`src/rtl/mem_access_unit_pkg.sv`:
```
// ============================================================================
// Module : slc3_mem_pkg
// Brief  : Shared types and constants for the SLC-3 memory access unit.
// Rev    : 1.0
// ============================================================================
`default_nettype none

package slc3_mem_pkg;

  typedef enum logic [1:0] {
    IDLE  = 2'd0,
    SETUP = 2'd1,
    WAIT  = 2'd2,
    DONE  = 2'd3
  } mem_state_t;

  localparam logic MEM_READ  = 1'b0;
  localparam logic MEM_WRITE = 1'b1;

endpackage

`default_nettype wire

```
`src/rtl/mem_access_unit_reg16.sv`:
```
// ============================================================================
// Module : reg_16
// Brief  : Load-enabled register with asynchronous active-low clear.
// Rev    : 1.0
// ============================================================================
`default_nettype none

module reg_16 #(
  parameter int W = 16
) (
  input  logic         clk,
  input  logic         rst_n,
  input  logic         i_ld,
  input  logic [W-1:0] i_d,
  output logic [W-1:0] o_q
);

  logic [W-1:0] r_q;

  always_ff @(posedge clk or negedge rst_n) begin
    if (!rst_n) begin
      r_q <= '0;
    end else if (i_ld) begin
      r_q <= i_d;
    end
  end

  assign o_q = r_q;

endmodule

`default_nettype wire

```
`src/rtl/mem_access_unit.sv`:
```
// ============================================================================
// Module : mem_access_unit
// Brief  : MAR/MDR owner and SRAM read/write cycle sequencer with wait states.
// Rev    : 1.0
// ============================================================================
`default_nettype none

module mem_access_unit
  import slc3_mem_pkg::*;
#(
  parameter int WAIT_CYCLES = 2,
  parameter int ADDR_W      = 16,
  parameter int DATA_W      = 16
) (
  input  logic              Clk,
  input  logic              Reset,
  input  logic              LD_MAR,
  input  logic              LD_MDR,
  input  logic [DATA_W-1:0] BUS,
  input  logic              Mem_req,
  input  logic              Mem_rw,
  output logic              Mem_ready,
  output logic              Busy,
  output logic [ADDR_W-1:0] MAR_data,
  output logic [DATA_W-1:0] MDR_data,
  input  logic [DATA_W-1:0] Data_from_SRAM,
  output logic [DATA_W-1:0] Data_to_SRAM,
  output logic              CE_N,
  output logic              OE_N,
  output logic              WE_N
);

  localparam int               CNT_W      = $clog2(WAIT_CYCLES + 1);
  localparam logic [CNT_W-1:0] C_CNT_LOAD = CNT_W'(WAIT_CYCLES - 1);

  mem_state_t       r_state;
  mem_state_t       w_next;
  logic [CNT_W-1:0] r_cnt;
  logic             r_rw;
  logic             w_cnt_zero;
  logic             w_idle;
  logic             w_ld_mar;
  logic             w_ld_mdr;
  logic             w_mdr_rd;
  logic [DATA_W-1:0] w_mdr_d;

  assign w_cnt_zero = (r_cnt == '0);
  assign w_idle     = (r_state == IDLE);

  always_ff @(posedge Clk or negedge Reset) begin
    if (!Reset) begin
      r_state <= IDLE;
    end else begin
      r_state <= w_next;
    end
  end

  always_comb begin
    w_next = r_state;
    case (r_state)
      IDLE:    if (Mem_req) w_next = SETUP;
      SETUP:   w_next = WAIT;
      WAIT:    if (w_cnt_zero) w_next = DONE;
      DONE:    w_next = IDLE;
      default: w_next = IDLE;
    endcase
  end

  // Strobes decode only registered state so no input reaches the SRAM pins.
  always_comb begin
    CE_N      = 1'b1;
    OE_N      = 1'b1;
    WE_N      = 1'b1;
    Mem_ready = 1'b0;
    Busy      = 1'b1;
    case (r_state)
      IDLE:  Busy = 1'b0;
      SETUP: begin
        CE_N = 1'b0;
        OE_N = (r_rw == MEM_READ) ? 1'b0 : 1'b1;
      end
      WAIT: begin
        CE_N = 1'b0;
        OE_N = (r_rw == MEM_READ)  ? 1'b0 : 1'b1;
        WE_N = (r_rw == MEM_WRITE) ? 1'b0 : 1'b1;
      end
      DONE:    Mem_ready = 1'b1;
      default: Busy = 1'b0;
    endcase
  end

  always_ff @(posedge Clk or negedge Reset) begin
    if (!Reset) begin
      r_cnt <= '0;
      r_rw  <= MEM_READ;
    end else begin
      if (w_idle && Mem_req) begin
        r_rw <= Mem_rw;
      end
      if (r_state == SETUP) begin
        r_cnt <= C_CNT_LOAD;
      end else if ((r_state == WAIT) && !w_cnt_zero) begin
        r_cnt <= r_cnt - CNT_W'(1);
      end
    end
  end

  // MDR takes SRAM data on the final wait edge of a read, otherwise the bus.
  assign w_mdr_rd = (r_state == WAIT) && (r_rw == MEM_READ) && w_cnt_zero;
  assign w_ld_mdr = (w_idle && LD_MDR) || w_mdr_rd;
  assign w_mdr_d  = w_mdr_rd ? Data_from_SRAM : BUS;
  assign w_ld_mar = w_idle && LD_MAR;

  reg_16 #(.W(ADDR_W)) u_mar (
    .clk   (Clk),
    .rst_n (Reset),
    .i_ld  (w_ld_mar),
    .i_d   (BUS),
    .o_q   (MAR_data)
  );

  reg_16 #(.W(DATA_W)) u_mdr (
    .clk   (Clk),
    .rst_n (Reset),
    .i_ld  (w_ld_mdr),
    .i_d   (w_mdr_d),
    .o_q   (MDR_data)
  );

  assign Data_to_SRAM = MDR_data;

endmodule

`default_nettype wire

```
`config.mk`:
```
export PLATFORM = sky130hd
export DESIGN_NAME = mem_access_unit
export DESIGN_NICKNAME = d
export VERILOG_FILES = /design/src/rtl/mem_access_unit_pkg.sv /design/src/rtl/mem_access_unit_reg16.sv /design/src/rtl/mem_access_unit.sv
export SDC_FILE = /design/constraint.sdc
export NUM_CORES = 1
export LEC_CHECK = 0
export CAP_MARGIN = 20
export CORE_ASPECT_RATIO = 1.75
export CORE_MARGIN = 4
export CORE_UTILIZATION = 35
export DETAILED_ROUTE_END_ITERATION = 8
export GPL_TIMING_DRIVEN = 0
export PLACE_DENSITY = 0.72
export RECOVER_POWER = 50
export SYNTH_ARGS = -nofsm -noshare
export SYNTH_HDL_FRONTEND = slang
export SYNTH_SLANG_ARGS = --single-unit
```
`constraint.sdc`:
```
create_clock -name Clk -period 2.1 [get_ports Clk]
set_input_delay 0.42 -clock Clk [delete_from_list [all_inputs] [get_ports Clk]]
set_output_delay 0.42 -clock Clk [all_outputs]
set_load 0.01 [all_outputs]
```
==> results.py, run 1 <==
metrics = {
    "drt": {
        "drcViolationCount": 0,
        "via_per_inst": 4.70,
        "drt_wl_total_um": 4420,
        "vias": 1439,
        "drt_first_pass_iters": 3,
        "antenna_left": 0,
        "wl_per_cell_um": 14.5,
        "drt_iter0_drc": 4,
    },
    "yosys": {
        "synth_flop_cell": "dfrtp_1",
        "yosysTopAreaCell": "dfrtp_1",
        "synth.most_common_cell": "dfrtp_1",
        "yosys.area_share.simple": 0.0639,
        "synth.area.mux_share": 0.209,
        "ys_seq_area_frac": 0.520,
        "synthArstFlopShare": 1.00,
        "synth_compound_area_frac": 0.0520,
        "synth_top_family_by_area": "multiplexers",
        "synth.top_cells.by_count": "dfrtp_1, mux2i_1, nor2_1",
        "synthAdderAreaFrac": 0.0492,
        "synth-xor-area-share": 0.00492,
        "syn_area_per_cell_um2": 11.7,
        "yosysUniqueCellTypes": 18,
        "synth_area_leaders": "dfrtp_1, mux2_2, mux2i_1, buf_4, ha_1",
        "ys_warn_count": 0,
        "syn_area_um2": 1780,
        "synth_edf_count": 0,
        "ys_ff_latch": 37,
        "synthCells": 152,
        "netlist.area_leader.share": 0.520,
        "syn_nets": 197,
    },
    "critical_path": {
        "startpoint": "r_state[0]$_DFFE_PN0P_",
        "slowest_delay_ps": 470,
        "cp_cell_sequence": "inv_2 > ha_2 > inv_1 > clkdlybuf4s50_1",
        "critPathLaunchType": "register",
        "critical_path.max_fanout": 5,
        "critical_path_class": "register to primary output",
        "crit_arrival_ps": 1530,
        "end_kind": "primary output",
        "r2r-start": "r_state[0]$_DFFE_PN0P_",
        "crit_path_top_delay_cell": "clkdlybuf4s50_1",
        "cp_data_required_time_ps": 1680,
        "rr_worst_depth": 5,
    },
    "placement": {
        "dpl_cell_area_um2": 2750,
        "dp_hpwl_um": 3470,
        "gp_congestion": 0.743,
        "post-place-ws_ps": 253,
        "port_buffers": 90,
    },
    "global_routing": {
        "grt_usage": 0.153,
        "met3_usage": 0.0683,
        "grt_use_met2": 0.265,
        "busiest_layer": "met2",
        "grt_antenna_before_repair": 0,
        "grtUsageMet1": 0.153,
        "grt_pass1_wl_um": 7050,
        "grt_max_degree": 38,
        "grt_pass1_vias": 1569,
        "grt-ovfl-total": 0,
    },
    "sta": {
        "worst_hold_slack_ps": 255,
        "setup_violations": 0,
        "tightestPinTransition_ps": 923,
        "layout_min_cycle_time_ps": 1950,
        "setup_ws_ps": 151,
        "maxSlewViolCount": 0,
        "fmax_ghz": 0.513,
        "min_period_over_period": 0.928,
        "max-slew-margin-rel": 0.384,
        "final-hold-violation-count": 0,
        "setup_tns_ps": 0,
        "rsz0062_at_grt": "false",
        "fin_skew_ps": 3.76,
    },
    "cells_and_area": {
        "area_growth_pct": 59.6,
        "layout-drive-gt1-share": 0.198,
        "fill_cells": 466,
        "fin_nets": 296,
        "antenna_cells": 0,
        "final_area_um2": 2840,
    },
    "die": {
        "core_um2": 4930,
        "fp.dieArea_um2": 6340,
        "start_util": 0.361,
        "die_w_um": 61.9,
        "io_pins": 91,
        "fp.dieH_um": 102,
        "rows": 34,
    },
    "clocking": {
        "cts_buffer_depth": 2,
        "cts_root_buf": "clkbuf_8",
        "cts.clk_slew.worst_paths_ps": 70,
        "cts_hold_buffers": 0,
        "cts-buffers-inserted": 5,
        "cts_tree": "done",
        "clkLatencyLatePin_ps": 290,
        "cts.sink_count": 37,
        "h-tree-depth": 2,
    },
    "power": {
        "p_per_area_nw_per_um2": 1520,
        "p_leak_nw": 1.34,
        "total_power_mw": 4.33,
        "ir_drop_uv": 853,
    },
    "outcome": {
        "status": "finished clean",
    },
    "run": {
        "maxCapViolCount": 0,
    },
    "worst_hold_path": {
        "min_path_type": "primary input to async pin",
    },
}
-- where the power goes --
group | total [mW] | switching, mW | internal [mW]
sequential | 1.31 | 0.226 | 1.09
combinational | 2.54 | 0.966 | 1.58
clock | 0.477 | 0.248 | 0.229
-- logic make-up after synthesis --
group,after synthesis
multiplexers,35
XOR/XNOR,1
AND/OR/NAND/NOR,26
AO/OA/AOI/OAI,18
flip-flops,37
adder cells (fa/ha/maj),7
buffers and inverters,28
-- cells in the final DEF (no fill, tap or decap), types with 6 or more instances in the layout --
master | Yosys | final
ha_1 | 7 | 6
nor2_1 | 18 | 18
buf_4 | 16 | 17
mux2_2 | 17 | 17
mux2i_1 | 18 | 18
a21oi_1 | 17 | 17
dfrtp_1 | 37 | 37
clkdlybuf4s50_1 | 0 | 81
-- final cells by class --
| class | count | area, µm² | area share |
|---|---|---|---|
| clock buffer | 5 | 68.8 | 0.0242 |
| buffer | 21 | 149 | 0.0524 |
| multi-input combinational | 87 | 674 | 0.237 |
| clock inverter | 3 | 17.5 | 0.00616 |
| sequential | 37 | 926 | 0.326 |
| inverter | 7 | 26.3 | 0.00924 |
| tap | 54 | 67.6 | 0.0238 |
| timing repair buffer | 92 | 915 | 0.322 |
-- critical path, delay by kind of cell, from the launching register on --
family	cells	cell delay (ps)
buf+inv	3	620
flops	1	390
fa+ha+maj	1	230
-- stage by stage --
stage,std cells,util
2_1_floorplan,152,-
3_3_place_gp,296,0.557
3_5_place_dp,296,0.556
4_1_cts,306,0.577
5_1_grt,306,0.576
6_report,306,0.576
-- flip-flops by register name, indices dropped and copies added, names as in the netlist --
register and flops:
r_cnt 2, r_rw 1, u_mar.o_q 16, u_mdr.o_q 16, r_state 2
-- path summary, 6_finish.rpt --
check,endpoint,slack (ps)
min in group Clk,u_mar.o_q[7]$_DFFE_PN0P_,500
hold reg to reg,u_mar.o_q[7]$_DFFE_PN0P_,500
setup reg to reg,u_mar.o_q[6]$_DFFE_PN0P_,380
max in group asynchronous,u_mdr.o_q[10]$_DFFE_PN0P_,1260
hold / removal,u_mdr.o_q[3]$_DFFE_PN0P_,250
setup / recovery,Busy,150
-- timing repair --
item / 4_1_cts / 5_1_grt
buffers inserted: 2 / 0
endpoints found under the setup margin: 3 / 4
pin swaps: 0 / 0
gates resized for setup: 2 / 4
-- per-layer routing --
layer  wire (µm)  vias up  part of all wire
li1            -      692                 -
met1        1500      689              0.34
met2        2430       53              0.55
met3         437        5             0.099
met4          59        0             0.013
met5           0        -                 0
No activity file was read; power rests on OpenSTA's default activity.
==> inputs of run 2 (changes only) <==
--- a/config.mk
+++ b/config.mk
@@ -6,13 +6,13 @@
 export NUM_CORES = 1
 export LEC_CHECK = 0
 export CAP_MARGIN = 20
-export CORE_ASPECT_RATIO = 1.75
 export CORE_MARGIN = 4
 export CORE_UTILIZATION = 35
 export DETAILED_ROUTE_END_ITERATION = 8
 export GPL_TIMING_DRIVEN = 0
 export PLACE_DENSITY = 0.72
 export RECOVER_POWER = 50
+export SLEW_MARGIN = 20
 export SYNTH_ARGS = -nofsm -noshare
 export SYNTH_HDL_FRONTEND = slang
 export SYNTH_SLANG_ARGS = --single-unit
==> constraint.sdc (replaced) <==
create_clock -name Clk -period 2.1 [get_ports Clk]
set_input_delay 0.42 -clock Clk [delete_from_list [all_inputs] [get_ports Clk]]
set_output_delay 0.42 -clock Clk [all_outputs]
set_load 0.05 [all_outputs]
==> results.py, run 2 (synthesis gave the netlist of run 1 again) <==
metrics = {
    "outcome": {
        "status": "finished clean",
    },
    "run": {
        "maxCapViolCount": 0,
    },
    "global_routing": {
        "grt_max_degree": 25,
        "grt_pass1_wl_um": 7490,
        "grt_usage": 0.155,
        "grt-ovfl-total": 0,
        "grt_pass1_vias": 1498,
        "grt_antenna_before_repair": 0,
    },
    "placement": {
        "gp_congestion": 0.730,
        "port_buffers": 90,
        "dp_hpwl_um": 3480,
        "post-place-ws_ps": -2.60,
        "dpl_cell_area_um2": 2780,
    },
    "clocking": {
        "clkLatencyLatePin_ps": 290,
        "cts_hold_buffers": 0,
        "cts-buffers-inserted": 5,
        "cts.sink_count": 37,
        "cts_buffer_depth": 2,
        "cts_tree": "done",
        "h-tree-depth": 2,
        "cts_root_buf": "clkbuf_8",
        "cts_resized": 9,
        "post-cts-setup-buffers": 0,
        "cts.clk_slew.worst_paths_ps": 70,
    },
    "drt": {
        "drt_wl_total_um": 4540,
        "drt_iter0_drc": 25,
        "wl_per_cell_um": 14.3,
        "antenna_left": 0,
        "via_per_inst": 4.41,
        "drt_first_pass_iters": 5,
        "drcViolationCount": 0,
        "vias": 1403,
    },
    "critical_path": {
        "cp_data_required_time_ps": 1680,
        "slowest_delay_ps": 790,
        "crit_arrival_ps": 1590,
        "crit_family": "buffers and inverters",
        "crit_buf_inv": 2,
        "r2r-start": "r_state[1]$_DFFE_PN0P_",
        "crit_path_top_delay_cell": "clkdlybuf4s50_1",
        "critPathLaunchType": "register",
        "end_kind": "primary output",
        "critical_path_class": "register to primary output",
        "cp_cell_sequence": "buf_4 > clkdlybuf4s50_1",
        "critical_path.max_fanout": 3,
        "startpoint": "u_mdr.o_q[2]$_DFFE_PN0P_",
    },
    "cells_and_area": {
        "antenna_cells": 0,
        "fill_cells": 449,
        "final_cell_mix": "clkdlybuf4s50_1, dfrtp_1, mux2i_1, nor2_1",
        "layout-drive-gt1-share": 0.187,
        "final_area_um2": 2870,
        "fin_nets": 295,
        "area_growth_pct": 61.2,
        "layout_commonest_cell": "clkdlybuf4s50_1",
    },
    "sta": {
        "max-slew-margin-rel": 0.278,
        "final-hold-violation-count": 0,
        "tightestPinTransition_ps": 1080,
        "setup_ws_ps": 91.6,
        "layout_min_cycle_time_ps": 2010,
        "fmax_ghz": 0.498,
        "rsz0062_at_grt": "false",
        "setup_violations": 0,
        "fin_skew_ps": 4.77,
        "maxSlewViolCount": 0,
        "min_period_over_period": 0.956,
    },
    "die": {
        "fp.dieH_um": 79.4,
        "start_util": 0.370,
        "rows": 25,
        "fp.dieArea_um2": 6300,
        "core_um2": 4820,
        "die_w_um": 79.4,
        "io_pins": 91,
    },
    "worst_hold_path": {
        "min_path_type": "primary input to async pin",
    },
}
## run 2: cell types whose count changed in the layout (fill, tap and decap cells not counted), sizes merged
| cell | before | now |
|---|---|---|
| buf | 19 | 18 |
| bufinv | 0 | 1 |
| clkbuf | 10 | 13 |
| clkdlybuf4s15 | 0 | 3 |
| clkdlybuf4s50 | 81 | 84 |
| clkinv | 2 | 0 |
| clkinvlp | 1 | 0 |
| dlygate4sd3 | 5 | 0 |
| dlymetal6s2s | 3 | 1 |
## run 2: area by class of cell
class | instances | area, µm² | area share
Clock inverter | 1 | 30.0 | 0.0105
Tap cell | 67 | 83.8 | 0.0292
Sequential cell | 37 | 926 | 0.322
Inverter | 7 | 26.3 | 0.00915
Multi-Input combinational cell | 87 | 672 | 0.234
Clock buffer | 7 | 86.3 | 0.0301
Timing Repair Buffer | 91 | 898 | 0.313
Buffer | 21 | 149 | 0.0519
## run 2: metrics by stage
stage / TNS, ps / util / instances / hold WS (ps)
finish: 0 / 0.596 / 318 / 161
detailed placement: -2.60 / 0.577 / 310 / 348
global route: 0 / 0.596 / 318 / 222
floorplan: 0 / - / 152 / 124
CTS: 0 / 0.602 / 318 / 29.3
global placement: -12110 / 0.574 / 309 / 486
## run 2: final timing paths
path                                              to  depth (start not counted)  slack (ps)
max in group asynchronous       r_cnt[1]$_DFFE_PN0P_                          2         460
min                        u_mdr.o_q[13]$_DFFE_PN0P_                          1         160
min in group Clk            u_mar.o_q[8]$_DFFE_PN0P_                          1         500
max                                      MDR_data[2]                          2          90
min reg2reg                 u_mar.o_q[8]$_DFFE_PN0P_                          1         500
max reg2reg                 u_mar.o_q[5]$_DFFE_PN0P_                          5         200
## run 2: routing by layer
layer  wire [µm]  track usage  up-vias  share of wire
met5           0            0        -              0
met4          68       0.0567        0          0.015
met3         238       0.0329        6          0.052
met2        2380        0.271       43           0.52
met1        1860        0.186      668           0.41
li1            -            -      686              -
Power of run 2 is left out: the tool's default activity adds up to more than one toggle a clock period on the data nets, which glitch-free logic cannot reach.
==> inputs of run 3 (changes only) <==
--- a/config.mk
+++ b/config.mk
@@ -6,7 +6,7 @@
 export NUM_CORES = 1
 export LEC_CHECK = 0
 export CAP_MARGIN = 20
-export CORE_MARGIN = 4
+export CORE_MARGIN = 3
 export CORE_UTILIZATION = 35
 export DETAILED_ROUTE_END_ITERATION = 8
 export GPL_TIMING_DRIVEN = 0
==> results.py, run 3 (synthesis gave the netlist of run 1 again) <==
metrics = {
    "critical_path": {
        "startpoint": "u_mdr.o_q[2]$_DFFE_PN0P_",
        "cp_cell_sequence": "buf_4 > clkdlybuf4s50_1",
        "rrSetupSlack_ps": 210,
        "crit_path_top_delay_cell": "clkdlybuf4s50_1",
        "rr_worst_depth": 5,
        "slowest_delay_ps": 780,
        "critical_path_class": "register to primary output",
        "r2r-start": "r_state[0]$_DFFE_PN0P_",
        "end_kind": "primary output",
        "critical_path.max_fanout": 3,
        "critPathLaunchType": "register",
        "crit_arrival_ps": 1580,
        "crit_family": "buffers and inverters",
        "r2r_end": "u_mar.o_q[8]$_DFFE_PN0P_",
        "cp_data_required_time_ps": 1680,
        "crit_buf_inv": 2,
    },
    "die": {
        "io_pins": 91,
        "fp.dieArea_um2": 5980,
        "start_util": 0.370,
        "die_w_um": 77.4,
        "rows": 25,
        "core_um2": 4820,
        "fp.dieH_um": 77.4,
    },
    "clocking": {
        "h-tree-depth": 2,
        "cts-buffers-inserted": 5,
        "cts_buffer_depth": 2,
        "post-cts-setup-buffers": 0,
        "cts.sink_count": 37,
        "cts_root_buf": "clkbuf_8",
        "cts_tree": "done",
        "cts.clk_slew.worst_paths_ps": 70,
        "clkLatencyLatePin_ps": 280,
    },
    "global_routing": {
        "grt_usage": 0.151,
        "grt_antenna_before_repair": 0,
        "grt-ovfl-total": 0,
        "grt_pass1_vias": 1479,
        "grt_max_degree": 27,
        "grt_pass1_wl_um": 7160,
    },
    "drt": {
        "vias": 1391,
        "wl_per_cell_um": 13.5,
        "antenna_left": 0,
        "drt_iter0_drc": 26,
        "drcViolationCount": 0,
        "drt_wl_total_um": 4310,
        "via_per_inst": 4.37,
        "drt_first_pass_iters": 4,
    },
    "cells_and_area": {
        "fin_nets": 295,
        "final_area_um2": 2870,
        "antenna_cells": 0,
        "layout-drive-gt1-share": 0.183,
        "area_growth_pct": 61.0,
        "final_cell_mix": "clkdlybuf4s50_1, dfrtp_1, mux2i_1, nor2_1",
        "layout_commonest_cell": "clkdlybuf4s50_1",
        "fill_cells": 447,
    },
    "outcome": {
        "status": "finished clean",
    },
    "placement": {
        "gp_congestion": 0.711,
        "dpl_cell_area_um2": 2780,
        "post-place-ws_ps": -0.0587,
        "port_buffers": 90,
        "dp_hpwl_um": 3380,
    },
    "sta": {
        "worst_hold_slack_ps": 124,
        "final-hold-violation-count": 0,
        "setup_violations": 0,
        "max-slew-margin-rel": 0.222,
        "fin_skew_ps": 10.3,
        "min_period_over_period": 0.954,
        "fmax_ghz": 0.499,
        "layout_min_cycle_time_ps": 2000,
        "rsz0062_at_grt": "false",
        "maxSlewViolCount": 0,
        "tightestPinTransition_ps": 1170,
        "setup_ws_ps": 97.5,
    },
    "worst_hold_path": {
        "min_path_type": "primary input to async pin",
    },
    "run": {
        "maxCapViolCount": 0,
    },
}
[run 3: layer usage]
| metal | vias to the layer above | track usage | part of all wire |
|---|---|---|---|
| met5 | - | 0 | 0 |
| met4 | 0 | 0.0480 | 0 |
| met3 | 0 | 0.0360 | 0.049 |
| met2 | 41 | 0.263 | 0.54 |
| met1 | 664 | 0.183 | 0.41 |
| li1 | 686 | - | - |
[run 3: timing repair]
action | 4_1_cts | 5_1_grt
endpoints found under the hold margin | 0 | 0
setup endpoints to repair | 4 | 3
hold buffers | 0 | 0
resized for setup | 8 | 4
[run 3: area by class of cell]
type	count	area, µm²	area share
Sequential cell	37	926	0.323
Timing Repair Buffer	91	898	0.313
Multi-Input combinational cell	87	669	0.233
Buffer	21	149	0.0519
Clock buffer	7	86.3	0.0301
Tap cell	67	83.8	0.0292
Clock inverter	1	30.0	0.0105
Inverter	7	26.3	0.00916
[run 3: worst max-delay path by stage]
stage / slack (ps) / cells after the start / to
floorplan: 550 / 3 / OE_N
global placement: -300 / 1 / r_rw$_DFFE_PN0P_
detailed placement: -0.06 / 4 / CE_N
CTS: 20 / 4 / Busy
global route: 10 / 2 / u_mdr.o_q[4]$_DFFE_PN0P_
finish: 100 / 2 / MDR_data[2]
[run 3: metrics by stage]
stage | cells | setup TNS [ps] | utilization
final | 318 | 0 | 0.596
after CTS | 318 | 0 | 0.602
after floorplan | 152 | 0 | -
after global placement | 309 | -11030 | 0.574
after detailed placement | 310 | -0.0587 | 0.577
after global routing | 318 | 0 | 0.596
Power of run 3 is left out for the same reason.
